## src/rtl/core_pkg.sv

```systemverilog
`default_nettype none
// ============================================================================
// Module      : core_pkg
// Description : Shared constants for the core's hazard/forwarding logic.
// Revision    : 1.0 - initial release
// ============================================================================
package core_pkg;

  // Architectural register address width (32 registers).
  localparam int REG_AW       = 5;

  // Forward-select encodings: 0 selects the register file, BASE+k stage k.
  localparam int FWD_RF       = 0;
  localparam int FWD_STG_BASE = 1;

  // Default pipeline shape.
  localparam int DEF_NUM_FWD  = 2;
  localparam int DEF_MAX_PEND = 4;

endpackage : core_pkg
`default_nettype wire

```

## src/rtl/reg_scoreboard.sv

```systemverilog
`default_nettype none
// ============================================================================
// Module      : reg_scoreboard
// Description : Per-register pending tracker for long-latency writebacks.
//               Owns the issue handshake, outstanding-op count, sticky error
//               flag and the ID-stage hazard query with writeback bypass.
// Revision    : 1.0 - initial release
// ============================================================================
module reg_scoreboard import core_pkg::*; #(
  parameter int REG_AW   = core_pkg::REG_AW,
  parameter int MAX_PEND = DEF_MAX_PEND,
  parameter int CW       = $clog2(MAX_PEND + 1)
) (
  input  logic              clk,
  input  logic              rst_n,
  input  logic              issue_valid,
  input  logic [REG_AW-1:0] issue_rd,
  output logic              issue_ready,
  input  logic              done_valid,
  input  logic [REG_AW-1:0] done_rd,
  input  logic [REG_AW-1:0] id_rs1,
  input  logic [REG_AW-1:0] id_rs2,
  input  logic              id_rs1_used,
  input  logic              id_rs2_used,
  output logic              sb_hit,
  output logic [CW-1:0]     pend_cnt,
  output logic              sb_err
);

  localparam int NREG = 2 ** REG_AW;

  logic [NREG-1:0] pend;
  logic [NREG-1:0] pend_nxt;
  logic            issue_fire;
  logic            done_hit;
  logic            done_bad;
  logic            rs1_hit;
  logic            rs2_hit;

  // A pending destination blocks re-issue, which also rules out WAW.
  assign issue_ready = (pend_cnt < CW'(MAX_PEND)) && !pend[issue_rd];
  assign issue_fire  = issue_valid && issue_ready;
  assign done_hit    = done_valid && pend[done_rd];
  assign done_bad    = done_valid && !pend[done_rd];

  // A source completing this cycle is written first in the register file,
  // so it is not a hazard even though its pend bit is still set.
  assign rs1_hit = id_rs1_used && (id_rs1 != '0) && pend[id_rs1] &&
                   !(done_valid && (done_rd == id_rs1));
  assign rs2_hit = id_rs2_used && (id_rs2 != '0) && pend[id_rs2] &&
                   !(done_valid && (done_rd == id_rs2));
  assign sb_hit  = rs1_hit || rs2_hit;

  // Next pend vector: clear on completion, set on accepted issue, x0 never.
  always_comb begin
    pend_nxt = pend;
    if (done_hit) begin
      pend_nxt[done_rd] = 1'b0;
    end
    if (issue_fire && (issue_rd != '0)) begin
      pend_nxt[issue_rd] = 1'b1;
    end
    pend_nxt[0] = 1'b0;
  end

  // Scoreboard state: pend bits, op count and sticky unexpected-done flag.
  always_ff @(posedge clk or negedge rst_n) begin
    if (!rst_n) begin
      pend     <= '0;
      pend_cnt <= '0;
      sb_err   <= 1'b0;
    end else begin
      pend <= pend_nxt;
      case ({issue_fire, done_hit})
        2'b10:   pend_cnt <= pend_cnt + 1'b1;
        2'b01:   pend_cnt <= pend_cnt - 1'b1;
        default: pend_cnt <= pend_cnt;
      endcase
      if (done_bad) begin
        sb_err <= 1'b1;
      end
    end
  end

endmodule : reg_scoreboard
`default_nettype wire

```

## src/rtl/fwd_hazard_unit.sv

```systemverilog
`default_nettype none
// ============================================================================
// Module      : fwd_hazard_unit
// Description : Operand forwarding select (nearest stage first), load-use
//               and scoreboard stall generation, and stall-cycle counter.
// Revision    : 1.0 - initial release
// ============================================================================
module fwd_hazard_unit import core_pkg::*; #(
  parameter int REG_AW   = core_pkg::REG_AW,
  parameter int NUM_FWD  = DEF_NUM_FWD,
  parameter int MAX_PEND = DEF_MAX_PEND,
  parameter int SEL_W    = $clog2(NUM_FWD + 1),
  parameter int CNT_W    = 16
) (
  input  logic                      clk,
  input  logic                      rst_n,
  input  logic [REG_AW-1:0]         rs1,
  input  logic [REG_AW-1:0]         rs2,
  input  logic [REG_AW-1:0]         id_rs1,
  input  logic [REG_AW-1:0]         id_rs2,
  input  logic                      id_rs1_used,
  input  logic                      id_rs2_used,
  input  logic [REG_AW-1:0]         idex_rd,
  input  logic                      idex_mem_read,
  input  logic [NUM_FWD*REG_AW-1:0] fwd_rd,
  input  logic [NUM_FWD-1:0]        fwd_we,
  input  logic                      issue_valid,
  input  logic [REG_AW-1:0]         issue_rd,
  output logic                      issue_ready,
  input  logic                      done_valid,
  input  logic [REG_AW-1:0]         done_rd,
  output logic [SEL_W-1:0]          forwardA,
  output logic [SEL_W-1:0]          forwardB,
  output logic                      stall,
  output logic [$clog2(MAX_PEND+1)-1:0] pend_cnt,
  output logic                      sb_err,
  output logic [CNT_W-1:0]          stall_cycles
);

  logic [REG_AW-1:0] stg_rd [NUM_FWD];
  logic              load_use;
  logic              sb_hit;

  for (genvar k = 0; k < NUM_FWD; k++) begin : g_unpack
    assign stg_rd[k] = fwd_rd[k*REG_AW +: REG_AW];
  end

  // Priority forward select: scan farthest to nearest so the nearest match wins.
  always_comb begin
    forwardA = SEL_W'(FWD_RF);
    forwardB = SEL_W'(FWD_RF);
    for (int k = NUM_FWD - 1; k >= 0; k--) begin
      if (fwd_we[k] && (stg_rd[k] != '0) && (stg_rd[k] == rs1)) begin
        forwardA = SEL_W'(FWD_STG_BASE + k);
      end
      if (fwd_we[k] && (stg_rd[k] != '0) && (stg_rd[k] == rs2)) begin
        forwardB = SEL_W'(FWD_STG_BASE + k);
      end
    end
  end

  // A load in EX cannot forward to the very next instruction.
  assign load_use = idex_mem_read && (idex_rd != '0) &&
                    ((id_rs1_used && (idex_rd == id_rs1)) ||
                     (id_rs2_used && (idex_rd == id_rs2)));

  assign stall = load_use || sb_hit;

  reg_scoreboard #(
    .REG_AW   (REG_AW),
    .MAX_PEND (MAX_PEND),
    .CW       ($clog2(MAX_PEND + 1))
  ) u_sb (
    .clk         (clk),
    .rst_n       (rst_n),
    .issue_valid (issue_valid),
    .issue_rd    (issue_rd),
    .issue_ready (issue_ready),
    .done_valid  (done_valid),
    .done_rd     (done_rd),
    .id_rs1      (id_rs1),
    .id_rs2      (id_rs2),
    .id_rs1_used (id_rs1_used),
    .id_rs2_used (id_rs2_used),
    .sb_hit      (sb_hit),
    .pend_cnt    (pend_cnt),
    .sb_err      (sb_err)
  );

  // Saturating count of stalled cycles for performance monitoring.
  always_ff @(posedge clk or negedge rst_n) begin
    if (!rst_n) begin
      stall_cycles <= '0;
    end else if (stall && (stall_cycles != '1)) begin
      stall_cycles <= stall_cycles + 1'b1;
    end
  end

endmodule : fwd_hazard_unit
`default_nettype wire
```

## config.mk

```make
export PLATFORM = sky130hd
export DESIGN_NAME = fwd_hazard_unit
export DESIGN_NICKNAME = d
export VERILOG_FILES = /design/src/rtl/core_pkg.sv /design/src/rtl/reg_scoreboard.sv /design/src/rtl/fwd_hazard_unit.sv
export SDC_FILE = /design/constraint.sdc
export NUM_CORES = 1
export LEC_CHECK = 0
export CAP_MARGIN = 0
export CORE_ASPECT_RATIO = 1.75
export CORE_MARGIN = 10
export CORE_UTILIZATION = 50
export CTS_CLUSTER_SIZE = 40
export DETAILED_ROUTE_END_ITERATION = 6
export PLACE_DENSITY = 0.8
export SLEW_MARGIN = 10
export SYNTH_ARGS = -nofsm -noshare
export SYNTH_HDL_FRONTEND = slang
export SYNTH_SLANG_ARGS = --single-unit
```

## constraint.sdc

```tcl
create_clock -name clk -period 4.1 [get_ports clk]
set_input_delay 0.615 -clock clk [delete_from_list [all_inputs] [get_ports clk]]
set_output_delay 0.615 -clock clk [all_outputs]
set_load 0.05 [all_outputs]
```

==> results.sh <==
export IMPL_power_mw=2.56
export IMPL_cts_setup_buffers=0
export IMPL_synthCells=436
export IMPL_design_die_area_um2=12500
export IMPL_tritoncts="yes"
export IMPL_post_cts_resized=0
export IMPL_final_min_clock_period_ps=3720
export IMPL_clock_root_buffer="sky130_fd_sc_hd__clkbuf_16"
export IMPL_worstPathCellList="clkdlybuf4s50_1 -> or4_1 -> o21ai_0 -> nor4_1 -> nor4_1 -> clkdlybuf4s50_1"
export IMPL_first_iteration_detailed_routing_drc_count=438
export IMPL_power_share_sequential_pct=37.2
export IMPL_synthArstFlopShare_pct=100
export IMPL_hp_class="input pin to asynchronous set/reset pin"
export IMPL_cpLargestDelayFamily="buffers and inverters"
export IMPL_final_util_pct=63.9
export IMPL_timing_critical_path_fanout_max=3
export IMPL_worst_pin_slew_ps=724
export IMPL_drv_max_cap_violation_count=0
export IMPL_gr_usage_all_layers_pct=22.4
export IMPL_ctsLongestPathBuffers=2
export IMPL_syn_avg_cell_area_um2=9.55
export IMPL_power_density_nw_per_um2=489
export IMPL_ys_dominant_reg_cell="sky130_fd_sc_hd__dfrtp_1"
export IMPL_grt_antenna_before_repair=0
export IMPL_power_combinational_fraction_pct=44.0
export IMPL_h_tree_depth=2
export IMPL_port_buffer_count=79
export IMPL_yosys_register_bits=51
export IMPL_critPathMaxStageDelay_ps=870
export IMPL_finalNetCount=569
export IMPL_grt_first_pass_wirelength_um=21700
export IMPL_maxSlewViolCount=0
export IMPL_critical_path_class="input pin to output pin"
export IMPL_ir_worst_vdd_uv=302
export IMPL_finalHoldViolations=0
export IMPL_grt_overflow_total=0
export IMPL_insertion_delay_ps=300
export IMPL_tritoncts_num_buffers=5
export IMPL_max_freq_ghz=0.269
export IMPL_hpwl_dp_um=11200
export IMPL_number_of_synthesis_warnings=0
export IMPL_cts_sink_count=51
export IMPL_synth_edf_count=0
export IMPL_start_util_pct=50.7
export IMPL_stdcell_count=605
export IMPL_p_leak_nw=2.03
export IMPL_ys_types=54
export IMPL_worst_endpoint_required_ps=3480
export IMPL_clock_skew_ps=5.39
export IMPL_clk_pin_slew_worst_paths_ps=70
export IMPL_pwr_share_clk_pct=18.8
export IMPL_critical_path_startpoint_type="input pin"
export IMPL_status="complete, no violations"
export IMPL_drt_pass1_iterations=5
export IMPL_synth_cell_area_um2=4160
export IMPL_drc=0
export IMPL_rsz0062_at_grt="no"
export IMPL_slew_headroom_pct=51.6
export IMPL_dieWidth_um=89.0
export IMPL_grt_max_degree=35
export IMPL_floorplan_core_area_um2=8200
export IMPL_area_delta_synth_final_pct=25.9
export IMPL_timing_critical_path_arrival_ps=3110
export IMPL_ant_nets=0
export IMPL_min_period_over_period_pct=90.8
export IMPL_finalSetupViolCount=0
export IMPL_synth_nets=493
export IMPL_gp_routability_congestion=0.955
export IMPL_cts_hold_buffers_added=0
export IMPL_yosysSeqAreaShare_pct=30.7
export IMPL_net_switching_power_mw=1.07
export IMPL_via_per_inst=6.65
export IMPL_first_global_vias=4162
export IMPL_io_pins=80
export IMPL_average_wire_length_per_cell_after_detail_routing_um=23.2
export IMPL_worst_path_max_delay_cell="sky130_fd_sc_hd__clkdlybuf4s50_1"
export IMPL_setup_tns_ps=0
export IMPL_numPlacedInstances=597
export IMPL_die_height_um=141
export IMPL_route_final_wire_length_um=14000
export IMPL_endpoint_kind="output pin"
export IMPL_cp_buf_inv_count=2
export IMPL_post_route_cells_drive_above_1_share_pct=13.1
export IMPL_insertedDiodeCount=0
export IMPL_num_rows=44
export IMPL_switching_share_pct=41.8
export IMPL_via_count=4025
export IMPL_power_internal_mw=1.49
==> worst register-to-register path, cell delays in order (launching register included) <==
cell and delay [ps]:
sky130_fd_sc_hd__dfrtp_1 470, sky130_fd_sc_hd__mux4_2 500, sky130_fd_sc_hd__mux4_2 510, sky130_fd_sc_hd__o21ai_0 160, sky130_fd_sc_hd__and3_1 250, sky130_fd_sc_hd__nand2_1 110
sky130_fd_sc_hd__ha_1 220, sky130_fd_sc_hd__inv_1 70, sky130_fd_sc_hd__fa_1 410, sky130_fd_sc_hd__o21ai_0 160
==> cell type report <==
| cell class | count | area [um^2] |
|---|---|---|
| flip-flops and latches | 51 | 1280 |
| repair buffers | 99 | 943 |
| well taps | 92 | 115 |
| fillers | 687 | 2960 |
| clock inverters | 2 | 38.8 |
| inverters | 8 | 30.0 |
| clock buffers | 6 | 129 |
| multi-input cells | 347 | 2710 |
==> logic make-up after synthesis <==
family / share of synthesized area [%]
flip-flops: 30.7
multiplexers: 17.9
adder cells (fa/ha/maj): 1.08
buffers and inverters: 4.27
AND/OR/NAND/NOR: 20.3
AO/OA/AOI/OAI: 14.2
XOR/XNOR: 11.6
==> flip-flops by register name (all words and copies together), names as in the netlist <==
name           flops
stall_cycles      16
u_sb.pend_cnt      3
u_sb.pend         31
u_sb.sb_err        1
==> through the flow <==
step	hold slack, ps	setup slack, ps	area (um^2)
after global placement	485	392	5070
after global routing	262	268	5240
final	240	377	5240
after CTS	252	375	5240
after floorplan	319	293	4160
after detailed placement	491	319	5070
==> cells in the mapped netlist, types with 4 or more instances <==
cell / count / area [um^2]
sky130_fd_sc_hd__o31ai_1: 16 / 120
sky130_fd_sc_hd__nand4_1: 4 / 25.0
sky130_fd_sc_hd__xor2_1: 40 / 350
sky130_fd_sc_hd__nand3_1: 21 / 105
sky130_fd_sc_hd__nor2_1: 17 / 63.8
sky130_fd_sc_hd__o2bb2ai_1: 15 / 131
sky130_fd_sc_hd__nand2b_1: 5 / 31.3
sky130_fd_sc_hd__nor3_1: 8 / 40.0
sky130_fd_sc_hd__mux4_2: 22 / 495
sky130_fd_sc_hd__nand3b_1: 5 / 37.5
sky130_fd_sc_hd__a22oi_1: 7 / 52.6
sky130_fd_sc_hd__and3_1: 4 / 25.0
sky130_fd_sc_hd__nor4_1: 11 / 68.8
sky130_fd_sc_hd__mux2i_1: 16 / 160
sky130_fd_sc_hd__xnor2_1: 15 / 131
sky130_fd_sc_hd__inv_1: 8 / 30.0
sky130_fd_sc_hd__nand2_1: 52 / 195
sky130_fd_sc_hd__nor2b_1: 7 / 43.8
sky130_fd_sc_hd__or4_1: 6 / 45.0
sky130_fd_sc_hd__o21ai_0: 25 / 125
sky130_fd_sc_hd__dfrtp_1: 51 / 1280
sky130_fd_sc_hd__mux2_2: 8 / 90.1
sky130_fd_sc_hd__clkbuf_1: 10 / 37.5
sky130_fd_sc_hd__buf_2: 12 / 60.1
==> path summary, 6_finish.rpt <==
path | start | end | slack, ps | depth (start not counted)
worst max-delay path | fwd_rd[1] | forwardB[1] | 380 | 6
worst min-delay path | rst_n | stall_cycles[4] | 240 | 1
worst max register to register | u_sb.pend[7] | u_sb.pend_cnt[1] | 1150 | 9
worst min register to register | stall_cycles[9] | stall_cycles[9] | 510 | 1
max in group asynchronous | rst_n | u_sb.pend[14] | 3060 | 2
min in group clk | stall_cycles[9] | stall_cycles[9] | 510 | 1
==> layout by cell type, fill, tap and decap left out, drive strengths merged, types with 17 or more instances in the layout <==
cell type       n
nand3          21
buf            23
o21ai          25
clkdlybuf4s50  76
mux4           22
nand2          52
xor2           40
dfrtp          51
nor2           17
==> power groups by stage <==
| stage | Sequential (mW) | Clock, mW | Combinational [mW] |
|---|---|---|---|
| 2_1_floorplan | 1.01 | 0 | 0.597 |
| 3_3_place_gp | 0.929 | 0 | 1.10 |
| 3_5_place_dp | 0.940 | 0 | 1.12 |
| 4_1_cts | 0.932 | 0.487 | 1.13 |
| 5_1_grt | 0.961 | 0.510 | 1.20 |
| 6_report | 0.952 | 0.482 | 1.13 |
==> per-layer routing <==
layer | global-route usage, % | vias up | part of all wire, %
li1 | - | 1780 | -
met1 | 21.4 | 1963 | 32
met2 | 40.8 | 204 | 55
met3 | 4.21 | 78 | 5.5
met4 | 15.4 | 0 | 7.0
met5 | 0 | - | 0
Power figures use the tool's default switching activity.
